### config.mk
export PLATFORM = sky130hd
export DESIGN_NAME = morse_tx_fifo_flat
export DESIGN_NICKNAME = d
export VERILOG_FILES = /design/src/rtl/morse_tx_fifo_if.sv /design/src/rtl/morse_tx_fifo.sv /design/src/flat_wrapper.sv
export SDC_FILE = /design/constraint.sdc
export NUM_CORES = 1
export LEC_CHECK = 0
export ABC_CLOCK_PERIOD_IN_PS = 13500
export BUFFER_PORTS_ARGS = -buffer_cell sky130_fd_sc_hd__buf_2
export CAP_MARGIN = 40
export CORE_AREA = 2 2 151 153
export CTS_CLUSTER_DIAMETER = 80
export DETAILED_ROUTE_END_ITERATION = 7
export DIE_AREA = 0 0 153 155
export PLACE_DENSITY_LB_ADDON = 0.15
export SKIP_LAST_GASP = 1
export SLEW_MARGIN = 0
export SYNTH_ARGS = -nofsm -noshare
export SYNTH_HDL_FRONTEND = slang
export SYNTH_SLANG_ARGS = --single-unit
export TNS_END_PERCENT = 100
### constraint.sdc
create_clock -name clk -period 13.5 [get_ports clk]
set_clock_uncertainty 0.15 [all_clocks]
set_input_delay 2.7 -clock clk [delete_from_list [all_inputs] [get_ports clk]]
set_output_delay 2.7 -clock clk [all_outputs]
set_load 0.03 [all_outputs]
### src/rtl/morse_tx_fifo_if.sv
// Character handshake between a producer and the Morse transmitter queue.
//   char_in    : 6-bit character code (0 space, 1-26 A-Z, 27-36 digits 0-9)
//   char_valid : producer offers char_in this cycle
//   char_ready : queue can accept a character this cycle
// A transfer happens on a rising edge where char_valid && char_ready.
interface morse_tx_fifo_if;
   logic [5:0] char_in;
   logic       char_valid;
   logic       char_ready;

   modport master (output char_in, output char_valid, input char_ready);
   modport slave  (input char_in, input char_valid, output char_ready);
endinterface

### src/rtl/morse_tx_fifo.sv
// Queued International Morse transmitter.
// Characters are pushed through the chr handshake into a FIFO, then keyed
// out one at a time on morse_out with standard dot/dash/gap timing.
//   clk         : single clock, rising edge
//   rst_n       : synchronous active-low reset
//   chr         : character handshake (slave side)
//   speed       : unit length = max(1, UNIT_CYCLES >> speed), sampled per character
//   abort       : flush the queue and silence the output at the next edge
//   morse_out   : keyed output, high = tone
//   busy        : character in progress or queue non-empty
//   cur_char    : code being sent, 0 when idle
//   fifo_count  : number of queued characters
//   err_invalid : one-cycle pulse after an invalid code is popped
//
// state      | meaning
// -----------+-----------------------------------------------------------
// S_IDLE     | nothing in progress; leaves as soon as the queue is non-empty
// S_LOAD     | pop head, latch code, unit length and symbol pattern
// S_MARK     | tone on for one dot (1 unit) or dash (3 units)
// S_SYM_GAP  | 1 unit silence between symbols of one character
// S_CHAR_GAP | 3 unit silence after the last symbol of a character
// S_WORD_GAP | 7 unit silence for a space character
module morse_tx_fifo #(
   parameter int UNIT_CYCLES = 250000,
   parameter int FIFO_DEPTH  = 8,
   parameter int TIMER_W     = 25
) (
   input  logic                          clk,
   input  logic                          rst_n,
   morse_tx_fifo_if.slave                chr,
   input  logic [1:0]                    speed,
   input  logic                          abort,
   output logic                          morse_out,
   output logic                          busy,
   output logic [5:0]                    cur_char,
   output logic [$clog2(FIFO_DEPTH):0]   fifo_count,
   output logic                          err_invalid
);

   localparam int AW = $clog2(FIFO_DEPTH);
   localparam int CW = AW + 1;
   localparam logic [TIMER_W-1:0] UNIT_BASE = TIMER_W'(UNIT_CYCLES);
   localparam logic [TIMER_W-1:0] ONE_T     = TIMER_W'(1);

   typedef enum logic [2:0] {
      S_IDLE, S_LOAD, S_MARK, S_SYM_GAP, S_CHAR_GAP, S_WORD_GAP
   } state_t;

   state_t              state_q, state_d;
   logic [5:0]          mem [FIFO_DEPTH];
   logic [AW-1:0]       wr_ptr_q, wr_ptr_d, rd_ptr_q, rd_ptr_d;
   logic [CW-1:0]       count_q, count_d;
   logic [TIMER_W-1:0]  timer_q, timer_d;
   logic [TIMER_W-1:0]  unit_q, unit_d;
   logic [4:0]          sym_q, sym_d;
   logic [2:0]          nsym_q, nsym_d;
   logic [5:0]          cur_q, cur_d;
   logic                err_q, err_d;

   logic                ready;
   logic                push;
   logic                pop;
   logic [5:0]          head;
   logic [7:0]          lut;
   logic [4:0]          sym_left;
   logic [TIMER_W-1:0]  unit_shift, unit_new, unit_use;
   logic [TIMER_W-1:0]  dot_t, dash_t, gap3_t, gap7_t;

   // {length[2:0], pattern[4:0]}: pattern right-aligned, first symbol in the
   // most significant used bit, 1 = dash.
   function automatic logic [7:0] morse_lut(input logic [5:0] c);
      case (c)
         6'd1:  morse_lut = {3'd2, 5'b00001};  // A .-
         6'd2:  morse_lut = {3'd4, 5'b01000};  // B -...
         6'd3:  morse_lut = {3'd4, 5'b01010};  // C -.-.
         6'd4:  morse_lut = {3'd3, 5'b00100};  // D -..
         6'd5:  morse_lut = {3'd1, 5'b00000};  // E .
         6'd6:  morse_lut = {3'd4, 5'b00010};  // F ..-.
         6'd7:  morse_lut = {3'd3, 5'b00110};  // G --.
         6'd8:  morse_lut = {3'd4, 5'b00000};  // H ....
         6'd9:  morse_lut = {3'd2, 5'b00000};  // I ..
         6'd10: morse_lut = {3'd4, 5'b00111};  // J .---
         6'd11: morse_lut = {3'd3, 5'b00101};  // K -.-
         6'd12: morse_lut = {3'd4, 5'b00100};  // L .-..
         6'd13: morse_lut = {3'd2, 5'b00011};  // M --
         6'd14: morse_lut = {3'd2, 5'b00010};  // N -.
         6'd15: morse_lut = {3'd3, 5'b00111};  // O ---
         6'd16: morse_lut = {3'd4, 5'b00110};  // P .--.
         6'd17: morse_lut = {3'd4, 5'b01101};  // Q --.-
         6'd18: morse_lut = {3'd3, 5'b00010};  // R .-.
         6'd19: morse_lut = {3'd3, 5'b00000};  // S ...
         6'd20: morse_lut = {3'd1, 5'b00001};  // T -
         6'd21: morse_lut = {3'd3, 5'b00001};  // U ..-
         6'd22: morse_lut = {3'd4, 5'b00001};  // V ...-
         6'd23: morse_lut = {3'd3, 5'b00011};  // W .--
         6'd24: morse_lut = {3'd4, 5'b01001};  // X -..-
         6'd25: morse_lut = {3'd4, 5'b01011};  // Y -.--
         6'd26: morse_lut = {3'd4, 5'b01100};  // Z --..
         6'd27: morse_lut = {3'd5, 5'b11111};  // 0
         6'd28: morse_lut = {3'd5, 5'b01111};  // 1
         6'd29: morse_lut = {3'd5, 5'b00111};  // 2
         6'd30: morse_lut = {3'd5, 5'b00011};  // 3
         6'd31: morse_lut = {3'd5, 5'b00001};  // 4
         6'd32: morse_lut = {3'd5, 5'b00000};  // 5
         6'd33: morse_lut = {3'd5, 5'b10000};  // 6
         6'd34: morse_lut = {3'd5, 5'b11000};  // 7
         6'd35: morse_lut = {3'd5, 5'b11100};  // 8
         6'd36: morse_lut = {3'd5, 5'b11110};  // 9
         default: morse_lut = 8'd0;
      endcase
   endfunction

   assign ready          = (count_q != CW'(FIFO_DEPTH));
   assign push           = rst_n && chr.char_valid && ready && !abort;
   assign chr.char_ready = ready;

   assign head     = mem[rd_ptr_q];
   assign lut      = morse_lut(head);
   // Shift so the first symbol always sits in bit 4.
   assign sym_left = lut[4:0] << (3'd5 - lut[7:5]);

   assign unit_shift = UNIT_BASE >> speed;
   assign unit_new   = (unit_shift == '0) ? ONE_T : unit_shift;
   // In LOAD the unit register is not yet written, so durations chosen on
   // that cycle must come from the freshly computed value.
   assign unit_use   = (state_q == S_LOAD) ? unit_new : unit_q;

   // Timer counts down to zero inclusive, so it is loaded with duration-1.
   assign dot_t  = unit_use - ONE_T;
   assign dash_t = (unit_use << 1) + unit_use - ONE_T;
   assign gap3_t = dash_t;
   assign gap7_t = (unit_use << 3) - unit_use - ONE_T;

   always_ff @(posedge clk) begin
      if (!rst_n) begin
         state_q  <= S_IDLE;
         wr_ptr_q <= '0;
         rd_ptr_q <= '0;
         count_q  <= '0;
         timer_q  <= '0;
         unit_q   <= ONE_T;
         sym_q    <= '0;
         nsym_q   <= '0;
         cur_q    <= '0;
         err_q    <= 1'b0;
      end else begin
         state_q  <= state_d;
         wr_ptr_q <= wr_ptr_d;
         rd_ptr_q <= rd_ptr_d;
         count_q  <= count_d;
         timer_q  <= timer_d;
         unit_q   <= unit_d;
         sym_q    <= sym_d;
         nsym_q   <= nsym_d;
         cur_q    <= cur_d;
         err_q    <= err_d;
      end
   end

   always_ff @(posedge clk) begin
      if (push) mem[wr_ptr_q] <= chr.char_in;
   end

   always_comb begin
      state_d = state_q;
      timer_d = timer_q;
      unit_d  = unit_q;
      sym_d   = sym_q;
      nsym_d  = nsym_q;
      cur_d   = cur_q;
      err_d   = 1'b0;
      pop     = 1'b0;
      case (state_q)
         S_IDLE: begin
            if (count_q != '0) state_d = S_LOAD;
         end
         S_LOAD: begin
            pop    = 1'b1;
            unit_d = unit_new;
            sym_d  = sym_left;
            nsym_d = lut[7:5];
            if (head == 6'd0) begin
               state_d = S_WORD_GAP;
               timer_d = gap7_t;
            end else if (head > 6'd36) begin
               state_d = S_IDLE;
               err_d   = 1'b1;
            end else begin
               state_d = S_MARK;
               cur_d   = head;
               timer_d = sym_left[4] ? dash_t : dot_t;
            end
         end
         S_MARK: begin
            if (timer_q == '0) begin
               if (nsym_q > 3'd1) begin
                  state_d = S_SYM_GAP;
                  timer_d = dot_t;
                  sym_d   = sym_q << 1;
                  nsym_d  = nsym_q - 3'd1;
               end else begin
                  state_d = S_CHAR_GAP;
                  timer_d = gap3_t;
               end
            end else begin
               timer_d = timer_q - ONE_T;
            end
         end
         S_SYM_GAP: begin
            if (timer_q == '0) begin
               state_d = S_MARK;
               timer_d = sym_q[4] ? dash_t : dot_t;
            end else begin
               timer_d = timer_q - ONE_T;
            end
         end
         S_CHAR_GAP, S_WORD_GAP: begin
            if (timer_q == '0) state_d = S_IDLE;
            else               timer_d = timer_q - ONE_T;
         end
         default: state_d = S_IDLE;
      endcase
      if (state_d == S_IDLE) cur_d = '0;
      if (abort) begin
         state_d = S_IDLE;
         timer_d = '0;
         cur_d   = '0;
         err_d   = 1'b0;
         pop     = 1'b0;
      end
   end

   always_comb begin
      wr_ptr_d = push ? wr_ptr_q + 1'b1 : wr_ptr_q;
      rd_ptr_d = pop  ? rd_ptr_q + 1'b1 : rd_ptr_q;
      case ({push, pop})
         2'b10:   count_d = count_q + 1'b1;
         2'b01:   count_d = count_q - 1'b1;
         default: count_d = count_q;
      endcase
      if (abort) begin
         wr_ptr_d = '0;
         rd_ptr_d = '0;
         count_d  = '0;
      end
   end

   always_comb begin
      morse_out   = (state_q == S_MARK);
      busy        = (state_q != S_IDLE) || (count_q != '0);
      cur_char    = cur_q;
      fifo_count  = count_q;
      err_invalid = err_q;
   end

endmodule

### src/flat_wrapper.sv
// flat-port wrapper written by rule: the top's interface ports become plain ports
module morse_tx_fifo_flat 
#(
   parameter int UNIT_CYCLES = 250000,
   parameter int FIFO_DEPTH  = 8,
   parameter int TIMER_W     = 25
)
  (clk, rst_n, speed, abort, morse_out, busy, cur_char, fifo_count, err_invalid, chr_char_in, chr_char_valid, chr_char_ready);
  morse_tx_fifo_if chr_i ();
  input  logic clk;
  input  logic rst_n;
  input  logic [1:0] speed;
  input  logic abort;
  output logic morse_out;
  output logic busy;
  output logic [5:0] cur_char;
  output logic [$clog2(FIFO_DEPTH):0] fifo_count;
  output logic err_invalid;
  input wire logic [$bits(chr_i.char_in)-1:0] chr_char_in;
  input wire logic [$bits(chr_i.char_valid)-1:0] chr_char_valid;
  output wire logic [$bits(chr_i.char_ready)-1:0] chr_char_ready;
  assign chr_i.char_in = chr_char_in;
  assign chr_i.char_valid = chr_char_valid;
  assign chr_char_ready = chr_i.char_ready;
  morse_tx_fifo #(.UNIT_CYCLES(UNIT_CYCLES), .FIFO_DEPTH(FIFO_DEPTH), .TIMER_W(TIMER_W)) u_core (.clk(clk), .rst_n(rst_n), .chr(chr_i), .speed(speed), .abort(abort), .morse_out(morse_out), .busy(busy), .cur_char(cur_char), .fifo_count(fifo_count), .err_invalid(err_invalid));
endmodule
==> results.txt, run 1 <==
----------------------------------------------------
[Power and ir drop]
  Post-layout power ... about 1.1 mW
  Worst IR drop on VDD ... 0.08473 mV
  Total leakage power ... slightly below 5 nW
  Power density over the cells ... between 80 and 90 mW/mm^2

[Critical path]
  Max incr delay on CP ... around 0.80 ns
  Peak fanout along the critical path ... 7
  Largest delay contributor family on the critical path ... compound AO/OA/AOI/OAI gates
  Max stage delay cell, worst path ... nor4bb_1
  Length in cells of the worst reg-to-reg path ... 15
  Register-to-register setup slack ... a little under 8 ns
  Category of the worst setup path launch point ... input pin
  Setup crit end kind ... register
  Number of buffers and inverters on the critical path ... 2
  Signal arrival time at the worst endpoint ... around 7.5 ns
  Endpoint of the lowest-slack register-to-register path ... u_core.timer_q[24]
  Worst setup path class ... input pin to register
  Series of cell instances along the critical path ... buf_2 -> inv_1 -> ha_1 -> nor4bb_1 -> a21oi_1 -> xnor2_1 -> ha_1 -> a2111oi_0 -> o21ai_0 -> a211oi_1 -> o21ai_0 -> a211oi_1 -> nor3_1 -> nor4_1 -> a211o_1 -> a21oi_1 -> or3_1
  Number of gates on the worst path with buffers counted ... 17
  Endpoint required time on the critical path ... 13.66 ns
  RR Startpoint ... u_core.state_q[0]

[Worst hold path]
  Hold wc startpoint ... u_core.cur_char[3]
  End of the worst hold path ... u_core.cur_char[3]
  Worst min path class ... register to register
  Worst hold stages ... 2

[Global routing]
  Global-route wire length before repair ... 52.16 mm
  Initial antenna violation count ... 0
  Overflow after GRT ... 0
  Via count of the first global-routing pass ... 9,451
  Fraction of met3 tracks used by global routing ... 0.04791
  Met1 Usage GRT ... 0.3921
  GRT Max-Usage Layer ... met2
  Largest net degree at the start of global routing ... 43
  Met2 Track Usage GR ... 0.4303
  GR Util All Layers ... 0.2771

[Routing]
  Wire length per cell ... around 20 um
  DRC violations left ... 0
  Detailed-route via count ... 10,210
  Remaining antenna violation count ... 0
  Routed wire length ... approximately 33 mm
  Vias per Instance ... about 6.2
  Violation count after the first detailed-route iteration ... 990
  Initial DRT Pass Iterations ... 6

[Floorplan]
  Starting density of the core ... 0.4867
  Die area ... roughly 0.024 sq mm
  CORE AREA ... around 0.022 sq mm
  Number of core rows ... 55
  Chip width ... 153 um
  Die height ... approximately 160 um
  Number of I/O pins ... 26

[Clocking]
  CTS tree ... built
  Cts bufs inserted ... 17
  Quantity of hold-fixing buffers added after cts ... 0
  Skew-Pair Late Insertion Delay ... 0.43 ns
  Gates resized, CTS repair ... 0
  H-tree depth ... 4
  Clock-pin slew on the worst setup and hold paths ... around 0.060 ns
  Number of sinks on the clock net ... between 100 and 150
  Number of post-CTS setup repair buffers ... 0
  Root cell of the clock tree ... clkbuf_16
  Maximum number of buffers from clock root to sink ... 2

[Synthesis]
  Cell types with the largest area share after synthesis ... dfxtp_1, edfxtp_1, ha_1
  Net count after synthesis ... about 1,400
  Cell Area, Synth ... 0.01082 sq mm
  Number of enable flip-flop cells after synthesis ... 48
  Library cell occupying the most area in the post-synthesis netlist ... dfxtp_1
  Post-Synthesis Mean Instance Area ... just over 8 sq um
  Post-synthesis register bit count ... 129
  Most used flip-flop cell after synthesis ... dfxtp_1
  Post-synth top area share ... 0.1499
  Number of synthesis warnings ... 0
  Fraction of registers with async set/reset ... 0
  Distinct cells, synth ... between 80 and 90
  Sequential area share after synthesis ... 0.2831
  Post-Syn Instances ... 1,343

[Layout]
  Nets@finish ... approximately 1,400
  Antenna cells ... 0
  Most frequent cells in the layout ... nor2_1, nand2_1, a21oi_1
  Most common cell after layout, fill and taps aside ... nor2_1
  Number of fillers in the final layout ... between 2,000 and 2,500
  Fraction of final layout cells with drive strength greater than 1 ... 0.09548
  Layout-stage area growth over the synthesis result ... 8.928%

[Place]
  Final weighted congestion in routability-driven placement ... a little under 1
  Worst slack at placement ... around 6 ns
  PortBufs ... 25
  Placed wire-length estimate after detailed placement ... roughly 24 mm

[STA]
  RSZ-0062 raised after global routing ... no
  FMAX ... ~140 MHz
  Post-layout min period ... between 7 and 8 ns
  Setup slack of the critical path after layout ... approximately 6.1 ns
  Aggregate negative setup slack ... 0 ns
  Slew @ Worst Pin ... about 0.95 ns
  Part of the cycle the worst path needs ... 0.5466
  Final count of hold timing violations ... 0
  Max-slew violation count ... 0
  Final setup violation count ... 0
  Worst slew margin ... 0.3564

[Outcome]
  Run status ... finished, final reports clean

[Job]
  Max-capacitance violation count ... 0

----------------------------------------------------
worst min-delay path, stage by stage (launching register included):
cell	delay, ns
dfxtp_1	0.31
nand2_1	0.05
a21oi_1	0.05
worst max path at each step:
stage	from	to	slack, ns
after detailed placement	speed[0]	u_core.timer_q[24]	5.90
after CTS	speed[0]	u_core.timer_q[24]	6.31
after global routing	speed[0]	u_core.timer_q[23]	5.87
after global placement	speed[0]	u_core.timer_q[23]	5.88
after floorplan	speed[0]	u_core.timer_q[23]	6.78
final	speed[0]	u_core.timer_q[24]	6.12
where the power goes:
part,switching (mW),internal (mW),leakage (nW)
Combinational,0.114,0.0734,3.48
Sequential,0.00193,0.405,1.08
Clock,0.203,0.260,0.286
state kept, by name, indices dropped and copies added (netlist names), named ones only:
signal,flops
u_core.wr_ptr_q,3
u_core.fifo_count,4
u_core.rd_ptr_q,3
u_core.unit_q,25
u_core.nsym_q,3
u_core.timer_q,25
u_core.state_q,3
u_core.cur_char,6
u_core.mem,48
u_core.err_invalid,1
u_core.sym_q,5
stage by stage:
stage | hold slack, ns | cell area (sq um) | cells | util
CTS | 0.3137 | 11790 | 1636 | 0.5302
global route | 0.3311 | 11790 | 1636 | 0.5302
finish | 0.3100 | 11790 | 1636 | 0.5302
global placement | 0.2978 | 11120 | 1595 | 0.5001
detailed placement | 0.3039 | 11210 | 1604 | 0.5044
floorplan | 0.2960 | 10820 | 1343 | -
cells in the mapped netlist, types with 17 or more instances:
cell type  count
clkbuf_1      54
nand2_1      131
o21ai_0       73
nand3_1       36
a31oi_1       17
xor2_1        47
nand2b_1      19
ha_1          61
inv_1         50
nor2_1       147
a21o_1        21
edfxtp_1      48
mux2i_1       38
xnor2_1       58
nor3_1        42
dfxtp_1       81
a21oi_1      130
layer usage:
metal,wire [um],share of wire
met5,65,0.0020
met4,793,0.024
met3,2129,0.065
met2,14710,0.45
met1,15230,0.46
final cells by class:
cell class	instances	area, sq um	share of cell area
multi-input cells	1089	7264	0.6164
clock inverters	14	143.9	0.01221
inverters	52	195.2	0.01656
clock buffers	18	429.2	0.03642
repair buffers	49	332.8	0.02824
flip-flops and latches	129	3063	0.2599
well taps	285	356.6	0.03026
kinds of logic after synthesis:
family                     synth area share
and+or+nand+nor                      0.2113
AOI/OAI and AO/OA                    0.2212
DFF                                  0.2831
buffers and inverters               0.04626
xor gates and xnor gates            0.08500
muxes                               0.07887
adders and majority gates           0.07425
Note: power is estimated with default switching activity, not from simulation.
==> inputs of run 2 (changes only) <==
--- a/config.mk
+++ b/config.mk
@@ -5,13 +5,14 @@
 export SDC_FILE = /design/constraint.sdc
 export NUM_CORES = 1
 export LEC_CHECK = 0
-export ABC_CLOCK_PERIOD_IN_PS = 13500
+export ABC_AREA = 1
+export ABC_CLOCK_PERIOD_IN_PS = 5900
 export BUFFER_PORTS_ARGS = -buffer_cell sky130_fd_sc_hd__buf_2
 export CAP_MARGIN = 40
-export CORE_AREA = 2 2 151 153
+export CORE_AREA = 2 2 155 157
 export CTS_CLUSTER_DIAMETER = 80
 export DETAILED_ROUTE_END_ITERATION = 7
-export DIE_AREA = 0 0 153 155
+export DIE_AREA = 0 0 157 159
 export PLACE_DENSITY_LB_ADDON = 0.15
 export SKIP_LAST_GASP = 1
 export SLEW_MARGIN = 0
==> constraint.sdc (replaced) <==
create_clock -name clk -period 5.9 [get_ports clk]
set_clock_uncertainty 0.15 [all_clocks]
set_input_delay 1.18 -clock clk [delete_from_list [all_inputs] [get_ports clk]]
set_output_delay 1.18 -clock clk [all_outputs]
set_load 0.03 [all_outputs]
==> results.txt, run 2 <==
----------------------------------------------------
[Clocking]
  Maximum number of buffers from clock root to sink ... 2 (unchanged)
  Number of post-CTS setup repair buffers ... 0 (unchanged)
  Root cell of the clock tree ... clkbuf_16
  Quantity of hold-fixing buffers added after cts ... 0 (unchanged)
  CTS tree ... built
  Cts bufs inserted ... 17 (unchanged)
  Clock-pin slew on the worst setup and hold paths ... 0.07 ns (about the same)
  Number of sinks on the clock net ... 129 (unchanged)
  Skew-Pair Late Insertion Delay ... 0.45 ns (+0.02 ns)
  H-tree depth ... 4 (unchanged)
  Gates resized, CTS repair ... 0 (unchanged)

[Critical path]
  Signal arrival time at the worst endpoint ... 4.60 ns (-2.94 ns)
  Setup crit end kind ... register
  Peak fanout along the critical path ... 6 (-1)
  Category of the worst setup path launch point ... input pin
  Worst setup path class ... input pin to register
  Endpoint required time on the critical path ... 6.06 ns (-7.60 ns)
  Startpoint of the worst setup timing path ... speed[1]

[Synthesis]
  Area fraction in compound gates after synthesis ... 0.1506 (-0.07067)
  Post-Synthesis Mean Instance Area ... 6.361 sq um (-21%)
  Distinct cells, synth ... 53 (-35%)
  Multiplexer fraction of the synthesized cell area ... 0 (-0.07887)
  Library cell occupying the most area in the post-synthesis netlist ... nand2_1
  Cell Area, Synth ... 0.01155 sq mm (+6.8%)
  Commonest cells post-synth ... nand2_1, inv_1, nor2_1
  Fraction of registers with async set/reset ... 0 (unchanged)
  Fraction of the mapped netlist area in simple logic gates ... 0.3537 (+0.1424)
  Post-synthesis register bit count ... 129 (unchanged)
  Cell types with the largest area share after synthesis ... nand2_1, dfxtp_1, edfxtp_1
  Post-synth top area share ... 0.1485 (-0.001373)
  Number of synthesis warnings ... 0 (unchanged)
  Post-Syn Instances ... 1,816 (+35%)
  Most used flip-flop cell after synthesis ... dfxtp_1
  Number of enable flip-flop cells after synthesis ... 48 (unchanged)
  Parity-gate share of the synthesized area counting xor and xnor cells ... 0.05600 (-0.02900)
  Net count after synthesis ... 1,890 (+33%)
  Dominant combinational cell family by area after synthesis ... simple AND/OR/NAND/NOR gates
  Most repeated cell in the gate-level netlist after synthesis ... nand2_1
  Sequential area share after synthesis ... 0.2652 (-0.01794)
  Synth Area in Adders ... 0.06781 (-0.006438)

[Power and ir drop]
  Combinational Power Share ... 0.319 (+0.141)
  Part of the power in registers ... 0.312 (-0.073)
  Net switching share of the total power ... 0.3907 (+0.08887)
  Total leakage power ... 6.345 nW (+31%)
  Int Power ... 1.826 mW (+150%)
  Power share of the clock group ... 0.369 (-0.069)
  Power density over the cells ... 240.1 mW/mm^2 (+170%)
  Worst IR drop on VDD ... 0.1684 mV (+99%)
  Switching power ... 1.171 mW (+270%)
  Post-layout power ... 2.996 mW (+180%)

[Routing]
  Violation count after the first detailed-route iteration ... 1,033 (+4.3%)
  Routed wire length ... 37.93 mm (+15%)
  Vias per Instance ... 5.549 (-11%)
  Wire length per cell ... 17.61 um (-12%)
  DRC violations left ... 0 (unchanged)
  Initial DRT Pass Iterations ... 6 (unchanged)
  Remaining antenna violation count ... 0 (unchanged)
  Detailed-route via count ... 11,950 (+17%)

[Global routing]
  Fraction of met3 tracks used by global routing ... 0.03538 (-0.01253)
  Largest net degree at the start of global routing ... 40 (-7.0%)
  Overflow after GRT ... 0 (unchanged)
  GR Util All Layers ... 0.3069 (+0.02977)
  Met2 Track Usage GR ... 0.5281 (+0.09783)
  Met1 Usage GRT ... 0.3847 (-0.007475)
  Initial antenna violation count ... 0 (unchanged)
  Via count of the first global-routing pass ... 11,120 (+18%)
  GRT Max-Usage Layer ... met2
  Global-route wire length before repair ... 59.93 mm (+15%)

[Layout]
  Nets@finish ... 1,896 (+34%)
  Footprint of the multi-input gates ... 0.007268 sq mm (about the same)
  Flip-flop count of the largest register after layout ... 48 (unchanged)
  FF/Latch Area ... 0.003063 sq mm (unchanged)
  Most frequent cells in the layout ... nand2_1, inv_1, nor2_1
  Layout-stage area growth over the synthesis result ... 8.048%
  Fraction of final layout cells with drive strength greater than 1 ... 0.07738 (-0.01810)
  Antenna cells ... 0 (unchanged)
  Core occupancy in the finished layout ... 0.5381 (+0.007942)
  Number of fillers in the final layout ... 2,374 (+9.3%)
  Number of cells in the finished layout apart from fillers ... 2,154 (+32%)
  Most common cell after layout, fill and taps aside ... nand2_1
  Biggest regs ... u_core.mem x48, u_core.timer_q x25, u_core.unit_q x25
  Largest register by flop count ... u_core.mem

[Place]
  Cell Count Post-Placement ... 2,122 (+32%)
  PortBufs ... 25 (unchanged)
  Final weighted congestion in routability-driven placement ... 0.9493 (-2.8%)
  Placed wire-length estimate after detailed placement ... 29.57 mm (+22%)

[STA]
  Hold slack final ... 0.3181 ns (+0.008110 ns)
  Final count of hold timing violations ... 0 (unchanged)
  FMAX ... roughly 230 MHz
  Post-layout min period ... between 4 and 5 ns
  Max-slew violation count ... 0 (unchanged)
  Final setup violation count ... 0 (unchanged)
  RSZ-0062 raised after global routing ... no
  Part of the cycle the worst path needs ... 0.7523
  Aggregate negative setup slack ... 0 ns (unchanged)
  Slew @ Worst Pin ... 0.8451 ns (-0.1073 ns)
  Worst slew margin ... 0.4345 (+0.07811)

[Floorplan]
  Chip width ... 157 um (+2.6%)
  Die height ... 159 um (+2.6%)
  Number of I/O pins ... 26 (unchanged)
  Number of core rows ... 56 (+1.8%)
  Die area ... 0.02496 sq mm (+5.3%)
  CORE AREA ... 0.02319 sq mm (+4.3%)
  Starting density of the core ... 0.4981 (+0.01131)

[Worst hold path]
  Hold wc startpoint ... u_core.rd_ptr_q[2]
  Worst min path class ... register to register

[Job]
  Max-capacitance violation count ... 0 (unchanged)

[Outcome]
  Run status ... finished, final reports clean

----------------------------------------------------
## run 2: changes by cell type in the layout (fill, tap and decap cells not counted), sizes merged, moves of 39 or more
cell   before  now
nand3      36  179
mux2i      39    0
inv        59  259
nor2      147  220
o21ai      75  127
nand2     131  472
## run 2: routing by layer
layer  up-vias  share of wire  routed length (um)
met3        81          0.053                1996
met4         0          0.042                1596
li1       5956              -                   -
met2       415           0.48               18170
met1      5500           0.43               16170
met5         -              0                   0
## run 2: layout make-up
| type | count | area share |
|---|---|---|
| sequential | 129 | 0.2454 |
| timing repair buffer | 37 | 0.01744 |
| multi-input combinational | 1387 | 0.5824 |
| clock buffer | 17 | 0.03409 |
| clock inverter | 15 | 0.01313 |
| tap | 319 | 0.03198 |
| inverter | 250 | 0.07559 |
## run 2: path summary, 6_finish.rpt
kind,to,slack [ns],cells past startpoint
setup / recovery,u_core.timer_q[24],1.46,21
hold / removal,u_core.rd_ptr_q[2],0.32,2
setup reg to reg,u_core.cur_char[1],1.56,15
hold reg to reg,u_core.rd_ptr_q[2],0.32,2
## run 2: critical path: stages
cell and delay [ns]:
buf_2 0.16, inv_1 0.14, ha_1 0.18, inv_1 0.08
nand2_1 0.10, o21ai_0 0.30, ha_1 0.41, inv_1 0.04
ha_1 0.35, a21oi_1 0.26, o21ai_0 0.17, a21oi_1 0.15
o21ai_0 0.18, a21oi_1 0.23, nand3_1 0.11, nand2_1 0.10
nor2_1 0.04, o21ai_0 0.17, a21oi_1 0.08, nand2_1 0.11
a21oi_1 0.06
## run 2: cell families (layout without fill, tap and decap cells)
group | after synthesis | count (layout)
compound gates | 302 | 302
fa+ha+maj | 62 | 62
flops | 129 | 129
simple gates | 950 | 950
buf+inv | 300 | 319
xor+xnor | 73 | 73
## run 2: power by group through the flow
stage               logic, mW  clock network, mW  registers [mW]
floorplan               0.697                  0           0.955
global placement        0.935                  0           0.956
detailed placement      0.932                  0           0.955
CTS                     0.938               1.11           0.935
global route             1.07               1.15           0.936
finish                  0.954               1.11           0.936
## run 2: per-stage QoR
step           instance area, sq um  worst slack (ns)
2_1_floorplan                 11550             1.908
3_3_place_gp                  11860             1.123
3_5_place_dp                  11890             1.104
4_1_cts                       12480             1.542
5_1_grt                       12480             1.073
6_report                      12480             1.461
